### src/rtl/ahbl_gpio_pkg.sv
// Shared constants and types for the multi-port AHB-Lite GPIO peripheral.
package ahbl_gpio_pkg;

  localparam int unsigned HADDR_W     = 32;
  localparam int unsigned HDATA_W     = 32;
  localparam int unsigned PORT_IDX_W  = 3;
  localparam int unsigned PORT_STRIDE = 32'h20;

  typedef enum logic [1:0] {
    HTRANS_IDLE   = 2'b00,
    HTRANS_BUSY   = 2'b01,
    HTRANS_NONSEQ = 2'b10,
    HTRANS_SEQ    = 2'b11
  } htrans_e;

  // Register offsets within one port block.
  typedef enum logic [4:0] {
    OFF_OUT    = 5'h00,
    OFF_OE     = 5'h04,
    OFF_IN     = 5'h08,
    OFF_SET    = 5'h0C,
    OFF_CLR    = 5'h10,
    OFF_IRQ_EN = 5'h14,
    OFF_EDGE   = 5'h18,
    OFF_STATUS = 5'h1C
  } reg_off_e;

  typedef struct packed {
    logic                  valid;
    logic                  write;
    logic [PORT_IDX_W-1:0] port;
    reg_off_e              regsel;
  } aphase_t;

endpackage

### src/rtl/gpio_port_core.sv
// One GPIO port: OUT/OE/IRQ_EN/EDGE registers, input synchroniser,
// edge detection into a W1C STATUS register, and a registered interrupt.
module gpio_port_core
  import ahbl_gpio_pkg::*;
#(
  parameter int unsigned WIDTH       = 32,
  parameter int unsigned SYNC_STAGES = 2
) (
  input  logic             clk,
  input  logic             rst_n,
  input  logic             wr_en,
  input  reg_off_e         reg_sel,
  input  logic [WIDTH-1:0] wdata,
  output logic [WIDTH-1:0] rdata_c,
  output logic [WIDTH-1:0] gpio_out,
  output logic [WIDTH-1:0] gpio_oe,
  input  logic [WIDTH-1:0] gpio_in,
  output logic             irq
);

  logic [WIDTH-1:0] sync_q [SYNC_STAGES];
  logic [WIDTH-1:0] prev_q;
  logic [WIDTH-1:0] irq_en_q;
  logic [WIDTH-1:0] edge_q;
  logic [WIDTH-1:0] status_q;
  logic [WIDTH-1:0] sync_c;
  logic [WIDTH-1:0] hit_c;
  logic [WIDTH-1:0] w1c_c;
  logic [WIDTH-1:0] status_nxt_c;

  assign sync_c = sync_q[SYNC_STAGES-1];
  assign hit_c  = (edge_q & ~sync_c & prev_q) | (~edge_q & sync_c & ~prev_q);
  assign w1c_c  = (wr_en && (reg_sel == OFF_STATUS)) ? wdata : '0;
  // A fresh edge in the same cycle as a W1C keeps the bit set.
  assign status_nxt_c = (status_q & ~w1c_c) | hit_c;

  // Input synchroniser chain and previous-sample register.
  always_ff @(posedge clk or negedge rst_n) begin
    if (!rst_n) begin
      for (int unsigned i = 0; i < SYNC_STAGES; i++) sync_q[i] <= '0;
      prev_q <= '0;
    end else begin
      sync_q[0] <= gpio_in;
      for (int unsigned i = 1; i < SYNC_STAGES; i++) sync_q[i] <= sync_q[i-1];
      prev_q <= sync_c;
    end
  end

  // Software-visible registers and interrupt.
  always_ff @(posedge clk or negedge rst_n) begin
    if (!rst_n) begin
      gpio_out <= '0;
      gpio_oe  <= '0;
      irq_en_q <= '0;
      edge_q   <= '0;
      status_q <= '0;
      irq      <= 1'b0;
    end else begin
      status_q <= status_nxt_c;
      irq      <= |(status_q & irq_en_q);
      if (wr_en) begin
        case (reg_sel)
          OFF_OUT:    gpio_out <= wdata;
          OFF_OE:     gpio_oe  <= wdata;
          OFF_SET:    gpio_out <= gpio_out | wdata;
          OFF_CLR:    gpio_out <= gpio_out & ~wdata;
          OFF_IRQ_EN: irq_en_q <= wdata;
          OFF_EDGE:   edge_q   <= wdata;
          default:    ;
        endcase
      end
    end
  end

  always_comb begin
    rdata_c = '0;
    case (reg_sel)
      OFF_OUT:    rdata_c = gpio_out;
      OFF_OE:     rdata_c = gpio_oe;
      OFF_IN:     rdata_c = sync_c;
      OFF_IRQ_EN: rdata_c = irq_en_q;
      OFF_EDGE:   rdata_c = edge_q;
      OFF_STATUS: rdata_c = status_q;
      default:    rdata_c = '0;
    endcase
  end

endmodule

### src/rtl/ahbl_gpio_multi.sv
// Zero-wait-state AHB-Lite slave exposing NUM_PORTS GPIO ports of WIDTH bits,
// one 0x20-byte register block per port.
module ahbl_gpio_multi
  import ahbl_gpio_pkg::*;
#(
  parameter int unsigned NUM_PORTS   = 3,
  parameter int unsigned WIDTH       = 32,
  parameter int unsigned SYNC_STAGES = 2
) (
  input  logic                       HCLK,
  input  logic                       HRESETn,
  input  logic                       HSEL,
  input  logic [HADDR_W-1:0]         HADDR,
  input  logic [1:0]                 HTRANS,
  input  logic                       HWRITE,
  input  logic [2:0]                 HSIZE,
  input  logic                       HREADY,
  input  logic [HDATA_W-1:0]         HWDATA,
  output logic                       HREADYOUT,
  output logic                       HRESP,
  output logic [HDATA_W-1:0]         HRDATA,
  output logic [NUM_PORTS*WIDTH-1:0] GPIO_OUT,
  output logic [NUM_PORTS*WIDTH-1:0] GPIO_OE,
  input  logic [NUM_PORTS*WIDTH-1:0] GPIO_IN,
  output logic [NUM_PORTS-1:0]       IRQ
);

  aphase_t          aphase_q;
  logic             xfer_c;
  logic [WIDTH-1:0] port_rdata [NUM_PORTS];
  logic             unused_bits;

  assign HREADYOUT   = 1'b1;
  assign HRESP       = 1'b0;
  assign unused_bits = ^{HADDR[31:8], HSIZE, HWDATA};
  assign xfer_c      = HSEL && HREADY &&
                       ((htrans_e'(HTRANS) == HTRANS_NONSEQ) || (htrans_e'(HTRANS) == HTRANS_SEQ));

  // Address-phase capture; valid marks a live data phase in the next cycle.
  always_ff @(posedge HCLK or negedge HRESETn) begin
    if (!HRESETn) begin
      aphase_q <= '0;
    end else begin
      aphase_q.valid <= xfer_c;
      if (xfer_c) begin
        aphase_q.write  <= HWRITE;
        aphase_q.port   <= PORT_IDX_W'(HADDR[7:0] / 8'(PORT_STRIDE));
        aphase_q.regsel <= reg_off_e'({HADDR[4:2], 2'b00});
      end
    end
  end

  for (genvar p = 0; p < NUM_PORTS; p++) begin : g_port
    logic wr_en;
    assign wr_en = aphase_q.valid && aphase_q.write && (aphase_q.port == PORT_IDX_W'(p));

    gpio_port_core #(
      .WIDTH       (WIDTH),
      .SYNC_STAGES (SYNC_STAGES)
    ) u_core (
      .clk      (HCLK),
      .rst_n    (HRESETn),
      .wr_en    (wr_en),
      .reg_sel  (aphase_q.regsel),
      .wdata    (HWDATA[WIDTH-1:0]),
      .rdata_c  (port_rdata[p]),
      .gpio_out (GPIO_OUT[p*WIDTH +: WIDTH]),
      .gpio_oe  (GPIO_OE[p*WIDTH +: WIDTH]),
      .gpio_in  (GPIO_IN[p*WIDTH +: WIDTH]),
      .irq      (IRQ[p])
    );
  end

  // Read data mux; unimplemented port indices fall through to zero.
  always_comb begin
    HRDATA = '0;
    if (aphase_q.valid && !aphase_q.write) begin
      for (int unsigned p = 0; p < NUM_PORTS; p++) begin
        if (aphase_q.port == PORT_IDX_W'(p)) HRDATA = HDATA_W'(port_rdata[p]);
      end
    end
  end

endmodule

### config.mk
export PLATFORM = sky130hd
export DESIGN_NAME = ahbl_gpio_multi
export DESIGN_NICKNAME = d
export VERILOG_FILES = /design/src/rtl/ahbl_gpio_pkg.sv /design/src/rtl/gpio_port_core.sv /design/src/rtl/ahbl_gpio_multi.sv
export SDC_FILE = /design/constraint.sdc
export NUM_CORES = 1
export LEC_CHECK = 0
export CAP_MARGIN = 20
export CORE_MARGIN = 10
export CORE_UTILIZATION = 40
export CTS_CLUSTER_SIZE = 25
export DETAILED_ROUTE_END_ITERATION = 16
export MAX_ROUTING_LAYER = met4
export PLACE_DENSITY_LB_ADDON = 0.2
export SYNTH_ARGS = -nofsm -noshare
export SYNTH_HDL_FRONTEND = slang
export SYNTH_SLANG_ARGS = --single-unit
### constraint.sdc
create_clock -name HCLK -period 2.2 [get_ports HCLK]
set_clock_uncertainty 0.05 [all_clocks]
set_input_delay 0.55 -clock HCLK [delete_from_list [all_inputs] [get_ports HCLK]]
set_output_delay 0.55 -clock HCLK [all_outputs]
set_load 0.05 [all_outputs]
[Word-level counts from Yosys, hierarchy flattened]
Index checks and enable logic that the tools add are counted.
Cells by class
  equal/unequal tests: 11
  muxes and demuxes: 13
  bitwise logic cells: 43
  reduce and logical (&&, ||, !) cells: 30
Operator list (number)
  $and A32 B32 Y32: 21
  $pmux W32 S6: 3
  $not A32 Y32: 13
  $or A32 B32 Y32: 9
  $pmux W32 S3: 3
  $mux W32: 7
  $reduce_or A32 Y1: 3
  $reduce_and A2 Y1: 12
  $eq A3 B3 Y1 const B: 4
  $logic_and A1 B1 Y1: 10
  $eq A3 B2 Y1 const B: 3
  $eq A3 B1 Y1 const B: 2
  $logic_not A5 Y1: 1
  $eq A2 B2 Y1 const B: 2
  $logic_not A3 Y1: 1
  $reduce_bool A3 Y1: 1
  $logic_not A1 Y1: 1
  $logic_or A1 B1 Y1: 1
Storage, ports and cells
  bits in registers: 779
  word-level logic and storage cells: 128

[Longest topological paths before layout]
  word-level depth: 7
  gate-level depth with buffers: 8

[By module]
A second synthesis with hierarchy kept.
Second synthesis, totals
  cell total of the unflattened synthesis: 2578
  area, all modules: 33184.3 µm²
Modules (own cells, without submodules)
  gpio_port_core: instances 3, cells each 824, area each 10664.0 µm², seq. area each 6431.2 µm²
  ahbl_gpio_multi: instances 1, cells each 106, area each 1192.4 µm², seq. area each 200.2 µm²

[Least setup slack after synthesis]
No wires, ideal clock.
  path type: register to output
  start point: reg aphase_q[2] (netlist name)
  end point: out HRDATA[24]
  arrival time: 2.739 ns
  data required time: 1.600 ns
  setup slack: -1.139 ns
  stages on the path, launching flop included: 9
  buffers on the path: 4
  cell sequence: dfrtp_1 buf_2 buf_2 buf_2 buf_1 a21oi_1 o21ai_0 nand3_1 a221oi_1
Between the ends
  longest elaborated chain between the ends: 6
  elaborated cells between the ends (all ways): 13
RTL lines
  start: declaration: RTL line ahbl_gpio_multi.sv:28  | aphase_t aphase_q;
  $eq A3 B3 Y1, or another cell as far along: RTL line gpio_port_core.sv:77  | case (reg_sel)
  $pmux W32 S6: RTL line gpio_port_core.sv:77
  $mux W32 (2 in a row): RTL line ahbl_gpio_multi.sv:79  | if (aphase_q.port == PORT_IDX_W'(p)) HRDATA = HDATA_W'(port_rdata[p]);
  $mux W32 (*): RTL line ahbl_gpio_multi.sv:79
  $mux W32 (*): RTL line ahbl_gpio_multi.sv:77  | if (aphase_q.valid && !aphase_q.write) begin
  end: declaration: RTL line ahbl_gpio_multi.sv:21  | output logic [HDATA_W-1:0] HRDATA,
Mark *: on every way between the ends. The rest lies on a longest branch, timed or not.

[Worst setup path in the final report]
  start point: reg aphase_q[3] (netlist name)
  end point: out HRDATA[8]
The elaborated chain is that of the path after synthesis.

==> flow_summary.json <==
{
  "status": "finished with violations",
  "failed_checks": "negative setup slack",
  "synth_edf_count": 0,
  "first_pass_iters": 5,
  "timing.fmax_ghz": 0.290,
  "syn_area_per_cell_um2": 11.7,
  "report.final.slew_viol_count": 0,
  "viasPerCell": 5.94,
  "leakagePower_nw": 21.5,
  "wl_per_cell_um": 31.5,
  "finalSetupViolations": 479,
  "path_cells": "buf_12 -> nor2b_4 -> buf_4 -> a22oi_1 -> o21ai_0 -> o21ai_2 -> a21oi_4 -> buf_12",
  "grt.total_usage_pct": 31.1,
  "final.fill_count": 6657,
  "initial_core_util_pct": 40.2,
  "final_common_cell": "dfrtp_1",
  "chipHeight_um": 307,
  "ys_seq_area_share_pct": 59.2,
  "cts_tree": "built",
  "overflow": 0,
  "cp_top_family": "compound AO/OA/AOI/OAI gates",
  "ant_nets": 0,
  "fp.coreArea_um2": 81800,
  "htree_levels": 3,
  "drive_gt1_share_pct": 38.8,
  "hpwl_um": 107000,
  "synthesis.nets": 2971,
  "drt-initial-drc-count": 3119,
  "crit_type": "flop to output pin",
  "cpPeakStageDelay_ns": 0.52,
  "cts_buffers": 88,
  "cpMostUsedCell": "buf_12",
  "crit_required_ns": 1.60,
  "yosysWarnings": 0,
  "synth.top_cell.area_share_pct": 59.2,
  "ys.flop_type": "dfrtp_1",
  "slew_headroom_pct": 58.4,
  "place.gp.congestion": 0.973,
  "nets": 3765,
  "slowest_stage": "dfrtp_4",
  "wl_um": 149000,
  "synthArstFlopShare_pct": 100,
  "syn-cell-area_um2": 32900,
  "grt_pass1_vias": 28127,
  "antennaDiodeCount": 0,
  "drc": 0,
  "hold_depth": 1,
  "vias": 28156,
  "yosys-top-cells-area": "dfrtp_1, mux2_2, nand2_1, mux2i_1, a22o_1",
  "final_cell_area_um2": 47200,
  "layout_common_cells": "dfrtp_1, buf_4, nand2_1, mux2_2, clkdlybuf4s50_1",
  "ff2ff_path_depth": 10,
  "cp_max_fo": 8,
  "ys_ff_latch": 779,
  "grt_max_degree": 82,
  "post_dp_cell_area_um2": 41300,
  "setup_ws_ns": -1.25,
  "syn_inst": 2801,
  "clock-sinks": 779,
  "hold_viol": 0,
  "min_period_over_period_pct": 157,
  "synth_top_cell_by_area": "dfrtp_1",
  "clk_pin_slew_ns": 0.06,
  "rows": 105,
  "min_period_ns": 3.45,
  "portBuffers": 366,
  "antenna_found_initial": 1,
  "cts-root-buf": "clkbuf_16",
  "dieArea_um2": 94100,
  "tightestPinTransition_ns": 0.624,
  "areaGrowthSynthToFinish_pct": 43.5,
  "ir_worst_vdd_mv": 0.601,
  "clock_path_buffers": 3,
  "cp.arrival_ns": 2.85,
  "ioPinCount": 399,
  "synth.distinct_cells": 60,
  "cap_violations": 0,
  "grt_pass1_wl_um": 207000,
  "path_depth": 8,
  "worst_skew_pair.late_latency_ns": 0.65,
  "crit_path_start_kind": "flop",
  "die_w_um": 307,
  "hold_class": "primary input to flop",
  "endpoint_kind": "output pin",
  "rsz0062_at_grt": "yes",
  "powerDensity_nw_per_um2": 928,
  "fin_tns_setup_ns": -144.06,
  "critPathBufInv": 3
}
routing by layer:
layer | part of all wire (%) | up-vias | track usage [%]
li1 | - | 11699 | -
met1 | 42 | 14581 | 41.2
met2 | 46 | 1526 | 47.5
met3 | 8.2 | 350 | 5.19
met4 | 4.6 | 0 | 12.0
met5 | 0 | - | -
kinds of logic (layout without fill, tap and decap cells):
logic type             after synthesis  after routing  share of synthesized area, %
flip-flops                         779            779                          59.2
other                                2              2                        0.0228
AND/OR/NAND/NOR                    765            765                          9.76
AO/OA/AOI/OAI                      611            611                          13.2
buffers and inverters              188           1057                          2.62
multiplexers                       456            456                          15.2
worst paths after layout:
check | from | slack [ns] | endpoint
setup / recovery | aphase_q[3] | -1.25 | HRDATA[8]
hold / removal | GPIO_IN[5] | 0.28 | g_port[0].u_core.sync_q[37]
setup reg to reg | aphase_q[6] | -0.45 | g_port[1].u_core.gpio_oe[14]
hold reg to reg | g_port[1].u_core.sync_q[59] | 0.30 | g_port[1].u_core.sync_c[27]
max in group asynchronous | HRESETn | 0.93 | g_port[1].u_core.irq_en_q[3]
min in group asynchronous | HRESETn | 0.31 | g_port[1].u_core.sync_q[62]
state kept, by name, summed over array words and instances, names as in the netlist:
signal,cells
g_port.u_core.irq_en_q,96
g_port.u_core.sync_q,96
g_port.u_core.prev_q,96
g_port.u_core.gpio_out,96
aphase_q,8
g_port.u_core.irq,3
g_port.u_core.edge_q,96
g_port.u_core.sync_c,96
g_port.u_core.gpio_oe,96
g_port.u_core.status_q,96
power breakdown:
part           leakage [nW]  internal, mW  switching [mW]
sequential             9.64          15.3            1.12
combinational          10.3          4.71            6.69
clock                  1.55          9.72            6.29
total                  21.5          29.7            14.1
cell type report:
cell class | count | area (um^2) | area share, %
multi-input combinational | 1834 | 14000 | 29.6
tap | 1070 | 1340 | 2.84
timing repair buffer | 888 | 9200 | 19.5
sequential | 779 | 19500 | 41.3
clock buffer | 125 | 2660 | 5.63
inverter | 4 | 15.0 | 0.0318
clock inverter | 40 | 510 | 1.08
through the flow:
| step | utilization [%] | hold slack [ns] | power [mW] | setup WS (ns) | cells |
|---|---|---|---|---|---|
| finish | 57.7 | 0.278 | 43.8 | -1.25 | 4740 |
| global placement | 50.5 | 0.284 | 26.2 | -0.849 | 4474 |
| detailed placement | 50.5 | 0.285 | 26.3 | -0.861 | 4474 |
| global route | 57.7 | 0.275 | 45.0 | -1.28 | 4740 |
| CTS | 55.3 | 0.252 | 42.8 | -1.25 | 4668 |
| floorplan | - | 0.204 | 21.3 | -0.330 | 2801 |
synth_stat cells, types with 3 or more instances:
| master | count |
|---|---|
| a22o_1 | 103 |
| buf_2 | 72 |
| buf_1 | 9 |
| a221oi_1 | 42 |
| a31oi_1 | 16 |
| clkinv_1 | 3 |
| or4_1 | 3 |
| o21ai_0 | 104 |
| o211a_1 | 3 |
| o221ai_1 | 10 |
| clkbuf_1 | 91 |
| o211ai_1 | 97 |
| a32oi_1 | 3 |
| o22ai_1 | 13 |
| a21oi_1 | 90 |
| nand2b_1 | 36 |
| nand4_1 | 12 |
| a22oi_1 | 81 |
| nand3b_1 | 3 |
| nor3_1 | 9 |
| nor2b_1 | 3 |
| and3_1 | 4 |
| a31o_2 | 4 |
| dfrtp_1 | 779 |
| nor3_2 | 3 |
| mux2i_1 | 109 |
| nor2_1 | 136 |
| mux2_2 | 331 |
| mux2_1 | 16 |
| a32o_1 | 4 |
| a211oi_1 | 19 |
| nand2_1 | 519 |
| buf_4 | 6 |
| buf_6 | 6 |
| a221o_1 | 15 |
| nand3_1 | 17 |
what timing repair did:
item,CTS,global route
hold buffers,1,0
gates resized for setup,100,297
setup buffers,23,63
endpoints found under the hold margin,16,0
endpoints found under the setup margin,428,480
gates cloned,5,15
pin swaps,23,91
Power figures use the tool's default switching activity.
